<file path="src/rtl/instr_decode_issue.sv">
// Instruction decode/issue front end: accepts one word, decodes ALU fields, checks the
// condition against NZCV, issues to the ALU and waits for completion (or timeout).
module instr_decode_issue #(
    parameter int TIMEOUT_CYCLES = 64,
    parameter int CNT_W          = 16
) (
    input  logic             clk,
    input  logic             rst_n,
    input  logic             instr_valid,
    output logic             instr_ready,
    input  logic [31:0]      instr,
    input  logic [3:0]       flags,
    output logic             issue_valid,
    input  logic             issue_ready,
    input  logic             alu_done,
    output logic [3:0]       opcode,
    output logic [3:0]       cond,
    output logic             s,
    output logic [3:0]       rd,
    output logic [3:0]       rn,
    output logic [3:0]       rm,
    output logic [2:0]       sr_cont,
    output logic [4:0]       sr_bit,
    output logic [15:0]      imm,
    output logic             skip,
    output logic             illegal,
    output logic             timeout,
    output logic [CNT_W-1:0] retire_cnt
);

    localparam int TW = $clog2(TIMEOUT_CYCLES + 1);
    localparam logic [3:0] OP_MOVI = 4'b0110;

    typedef enum logic [1:0] {
        IDLE  = 2'd0,
        EVAL  = 2'd1,
        ISSUE = 2'd2,
        WAIT  = 2'd3
    } state_t;

    state_t        state_reg;
    state_t        state_next;
    logic [TW-1:0] wait_cnt_reg;
    logic          skip_next;
    logic          illegal_next;
    logic          timeout_set;
    logic          retire_inc;
    logic          accept;
    logic          opcode_legal;
    logic          cond_pass;
    logic          is_movi;

    logic          flag_n, flag_z, flag_c, flag_v;

    assign instr_ready = (state_reg == IDLE);
    assign issue_valid = (state_reg == ISSUE);
    assign accept      = instr_valid && instr_ready;
    assign is_movi     = (instr[27:24] == OP_MOVI);

    assign flag_n = flags[3];
    assign flag_z = flags[2];
    assign flag_c = flags[1];
    assign flag_v = flags[0];

    always_comb begin
        case (opcode)
            4'b1011, 4'b1101, 4'b1110: opcode_legal = 1'b1;
            default:                   opcode_legal = (opcode[3] == 1'b0);
        endcase
    end

    // Evaluated against the flags present during EVAL, i.e. after the prior op retired.
    always_comb begin
        case (cond)
            4'h0:    cond_pass = flag_z;
            4'h1:    cond_pass = !flag_z;
            4'h2:    cond_pass = flag_c;
            4'h3:    cond_pass = !flag_c;
            4'h4:    cond_pass = flag_n;
            4'h5:    cond_pass = !flag_n;
            4'h6:    cond_pass = flag_v;
            4'h7:    cond_pass = !flag_v;
            4'h8:    cond_pass = flag_c && !flag_z;
            4'h9:    cond_pass = !flag_c || flag_z;
            4'hA:    cond_pass = (flag_n == flag_v);
            4'hB:    cond_pass = (flag_n != flag_v);
            4'hC:    cond_pass = !flag_z && (flag_n == flag_v);
            4'hD:    cond_pass = flag_z || (flag_n != flag_v);
            4'hE:    cond_pass = 1'b1;
            default: cond_pass = 1'b0;
        endcase
    end

    always_comb begin
        state_next   = state_reg;
        skip_next    = 1'b0;
        illegal_next = 1'b0;
        timeout_set  = 1'b0;
        retire_inc   = 1'b0;
        case (state_reg)
            IDLE: begin
                if (instr_valid) state_next = EVAL;
            end
            EVAL: begin
                if (!opcode_legal) begin
                    illegal_next = 1'b1;
                    state_next   = IDLE;
                end else if (!cond_pass) begin
                    skip_next  = 1'b1;
                    state_next = IDLE;
                end else begin
                    state_next = ISSUE;
                end
            end
            ISSUE: begin
                if (issue_ready) state_next = WAIT;
            end
            WAIT: begin
                if (alu_done) begin
                    retire_inc = 1'b1;
                    state_next = IDLE;
                end else if (wait_cnt_reg == TW'(TIMEOUT_CYCLES - 1)) begin
                    timeout_set = 1'b1;
                    state_next  = IDLE;
                end
            end
            default: state_next = IDLE;
        endcase
    end

    always_ff @(posedge clk or negedge rst_n) begin
        if (!rst_n) begin
            state_reg    <= IDLE;
            wait_cnt_reg <= '0;
            skip         <= 1'b0;
            illegal      <= 1'b0;
            timeout      <= 1'b0;
            retire_cnt   <= '0;
        end else begin
            state_reg <= state_next;
            skip      <= skip_next;
            illegal   <= illegal_next;
            if (timeout_set) timeout <= 1'b1;
            if (retire_inc)  retire_cnt <= retire_cnt + CNT_W'(1);
            if (state_reg == ISSUE) begin
                wait_cnt_reg <= '0;
            end else if (state_reg == WAIT) begin
                wait_cnt_reg <= wait_cnt_reg + TW'(1);
            end
        end
    end

    // Field registers load only on accept and otherwise hold their last value.
    always_ff @(posedge clk or negedge rst_n) begin
        if (!rst_n) begin
            opcode  <= '0;
            cond    <= '0;
            s       <= 1'b0;
            rd      <= '0;
            rn      <= '0;
            rm      <= '0;
            sr_cont <= '0;
            sr_bit  <= '0;
            imm     <= '0;
        end else if (accept) begin
            opcode <= instr[27:24];
            cond   <= instr[31:28];
            if (is_movi) begin
                s       <= 1'b0;
                rd      <= instr[23:20];
                rn      <= '0;
                rm      <= '0;
                sr_cont <= '0;
                sr_bit  <= '0;
                imm     <= instr[19:4];
            end else begin
                s       <= instr[23];
                rd      <= instr[22:19];
                rn      <= instr[18:15];
                rm      <= instr[14:11];
                sr_cont <= instr[10:8];
                sr_bit  <= instr[7:3];
                imm     <= '0;
            end
        end
    end

endmodule

</file>
<file path="config.mk">
export PLATFORM = sky130hd
export DESIGN_NAME = instr_decode_issue
export DESIGN_NICKNAME = d
export VERILOG_FILES = /design/src/rtl/instr_decode_issue.sv
export SDC_FILE = /design/constraint.sdc
export NUM_CORES = 1
export LEC_CHECK = 0
export ABC_CLOCK_PERIOD_IN_PS = 2200
export CELL_PAD_IN_SITES_DETAIL_PLACEMENT = 1
export CELL_PAD_IN_SITES_GLOBAL_PLACEMENT = 1
export CORE_MARGIN = 2
export CORE_UTILIZATION = 29
export DETAILED_ROUTE_END_ITERATION = 6
export GPL_ROUTABILITY_DRIVEN = 0
export PLACE_DENSITY_LB_ADDON = 0.1
export SYNTH_ARGS = -nofsm -noshare
export SYNTH_HDL_FRONTEND = slang
export SYNTH_SLANG_ARGS = --single-unit
</file>
<file path="constraint.sdc">
create_clock -name clk -period 2.2 [get_ports clk]
set_input_delay 0.55 -clock clk [delete_from_list [all_inputs] [get_ports clk]]
set_output_delay 0.55 -clock clk [all_outputs]
set_load 0.005 [all_outputs]
</file>
==> results of run 1 <==
-- layer usage --
| metal | vias to the layer above | share of wire, % | track usage, % |
|---|---|---|---|
| li1 | 1158 | - | - |
| met1 | 1191 | 45 | 19.33 |
| met2 | 62 | 47 | 23.50 |
| met3 | 11 | 6.1 | 4.581 |
| met4 | 0 | 1.7 | 6.410 |
| met5 | - | 0 | 0 |
-- final cells by class --
type	count	area, sq um	share of cell area (%)
flip-flops and latches	73	1829	39.72
multi-input cells	166	1222	26.54
repair buffers	114	1136	24.67
well taps	140	175.2	3.803
clock buffers	10	127.6	2.771
clock inverters	6	92.59	2.010
inverters	6	22.52	0.4890
-- synthesized netlist by cell type (4+ instances only) --
master    number
xnor2_1       13
a22o_1        35
nor2_1         7
and3_1         8
o21ai_1        6
dfrtp_1       73
mux2i_1        8
o21ai_0        7
buf_6          4
clkbuf_1       4
nand3_1        9
nand2_1       23
buf_2          5
xor2_1         6
mux2_1         9
inv_1          6
-- cells in the final DEF (no fill, tap or decap), types with 3 or more instances in the layout --
master | synthesis | routed
a21oi_1 | 3 | 3
a22o_1 | 35 | 35
and3_1 | 8 | 8
buf_4 | 1 | 10
clkbuf_8 | 0 | 9
clkdlybuf4s50_1 | 0 | 102
dfrtp_1 | 73 | 71
inv_1 | 6 | 6
mux2_1 | 9 | 9
mux2i_1 | 8 | 8
nand2_1 | 23 | 22
nand3_1 | 9 | 9
nand3b_1 | 3 | 3
nand4_1 | 3 | 3
nor2_1 | 7 | 5
nor2_2 | 1 | 3
nor3b_1 | 3 | 3
o21ai_0 | 7 | 7
o21ai_1 | 6 | 6
xnor2_1 | 13 | 13
xor2_1 | 6 | 6
-- power by group --
part | total, mW | internal (mW) | switching (mW)
sequential | 2.06 | 1.70 | 0.360
combinational | 1.75 | 1.08 | 0.669
clock | 1.16 | 0.643 | 0.518
total | 4.97 | 3.43 | 1.55
-- stage by stage --
stage	power, mW	util [%]
after floorplan	2.841	-
after global placement	3.817	40.74
after detailed placement	3.849	40.74
after CTS	5.053	42.82
after global routing	5.335	42.86
final	4.973	42.86
-- worst paths after layout --
check / start / depth (start not counted) / to / slack, ns
setup / recovery: state_reg[0]$_DFFE_PN0P_ / 2 / instr_ready / 0.1
hold / removal: rst_n / 1 / timeout$_DFFE_PN0P_ / 0.14
setup reg to reg: state_reg[0]$_DFFE_PN0P_ / 4 / rm[3]$_DFFE_PN0P_ / 0.46
hold reg to reg: retire_cnt[15]$_DFFE_PN0P_ / 1 / retire_cnt[15]$_DFFE_PN0P_ / 0.47
max in group asynchronous: rst_n / 2 / retire_cnt[3]$_DFFE_PN0P_ / 1.50
min in group clk: retire_cnt[15]$_DFFE_PN0P_ / 1 / retire_cnt[15]$_DFFE_PN0P_ / 0.47
-- what timing repair did --
action | 4_1_cts | 5_1_grt
pin swaps | 0 | 0
gates cloned | 0 | 0
gates resized for setup | 1 | 3
endpoints found under the setup margin | 1 | 1
-- logic make-up (layout without fill, tap and decap cells) --
| family | count (synthesis) | in the layout | share of synthesized area, % |
|---|---|---|---|
| flip-flops | 73 | 73 | 57.87 |
| AND/OR/NAND/NOR | 67 | 67 | 11.38 |
| AO/OA/AOI/OAI | 61 | 61 | 15.30 |
| buffers and inverters | 20 | 136 | 3.646 |
| XOR/XNOR | 19 | 19 | 5.272 |
| multiplexers | 17 | 17 | 5.747 |
| adder cells (fa/ha/maj) | 2 | 2 | 0.7926 |
==> results_dict.tcl, run 1 <==
set metrics [dict create \
    wl_per_cell_um 15.79 \
    slowest_stage "clkdlybuf4s50_1" \
    vias_per_cell 4.703 \
    drtIter0Drc 49 \
    synth_edf_count 0 \
    max_freq_ghz 0.4760 \
    period_minus_slack_ns 2.101 \
    n_antenna_cell 0 \
    dpl_worst_slack_ns -0.07983 \
    skew_ns 0.009374 \
    die_h_um 108.3 \
    grt.total_usage_pct 15.03 \
    async_flop_share_pct 100.0 \
    syn_avg_cell_area_sq_um 12.19 \
    end_kind "primary output" \
    dp_hpwl_um 5743 \
    outcome "finished clean" \
    tritoncts "yes" \
    clock_sinks 73 \
    post-route-drc-count 0 \
    ys_warn_count 0 \
    grt_max_degree 51 \
    grt_pass1_vias 2574 \
    drive_gt1_share_pct 9.333 \
    grt_overflow 0 \
    syn_inst 259 \
    design_area_sq_mm 0.004606 \
    clk_path_buf_depth 2 \
    maxSlewHeadroom_pct 45.02 \
    slowest_delay_ns 0.55 \
    first_pass_iters 4 \
    cts_max_level 3 \
    fill_cells 1190 \
    routed_wl_um 8131 \
    start_util_pct 29.38 \
    die_width_um 108.3 \
    clock-root-buffer "clkbuf_8" \
    synthToLayoutAreaGrowth_pct 45.90 \
    num_vias 2422 \
    path_cells "nor2_2 > clkdlybuf4s50_1" \
    clock_latency_ns 0.35 \
    final_antenna_net_count 0 \
    synth.top_cell.area_share_pct 57.87 \
    rsz0062_at_grt "no" \
    placed_area_sq_mm 0.004378 \
    yosysTopAreaCell "dfrtp_1" \
    finalCritPeriodShare_pct 95.49 \
    ys_ff_latch 73 \
    finalSetupViolations 0 \
    p_per_area_mw_per_mm2 1080 \
    clkTransAtPathRegs_ns 0.08 \
    rows 38 \
    finalNonFillerCells 515 \
    synth-main-ff-cell "dfrtp_1" \
    synth_area_leaders "dfrtp_1 58%, a22o_1 9.7%, xnor2_1 3.6%, mux2_1 3.2%, nand2_1 2.7%" \
    pin_count 107 \
    ys_types 42 \
    worstMarginPinSlew_ns 0.8238 \
    dieArea_sq_mm 0.01174 \
    hold_ws_ns 0.1448 \
    coreArea_sq_mm 0.01075 \
    maxSlewViolCount 0 \
    synth.cell_area_sq_mm 0.003157 \
    start_kind "flip-flop" \
    io_buffers 103 \
    required_ns 1.65 \
    cp.arrival_ns 1.55 \
    syn-num-nets 302 \
    leakagePower_nw 2.010 \
    hold_path_class "in2async" \
    critical-path-top-delay-family "buffers and inverters" \
    grt_pass1_wl_um 13460 \
    maxCapViolCount 0 \
    vdd_drop_max_mv 0.5195 \
    postCtsHoldBufs 0 \
    cts_setup_buffers 0 \
    antenna_found_initial 0 \
    crit_buf_inv 1 \
    worst-setup-path-type "reg2out" \
    cts_buffers 9 \
    placed_cells 499 \
    ys_seq_area_share_pct 57.87 \
    fin_ws_ns 0.09932 \
    tns_ns 0 \
    final_hold_viol_count 0 \
    worst-path-max-fanout 8 \
    nets 413 \
]
(Power assumes the default switching activity.)
==> inputs of run 2 (changes only) <==
Settings changed: SLEW_MARGIN from default to 20.
==> results of run 2 <==
No change in the layout: final DEF, timing and power equal those of run 1.
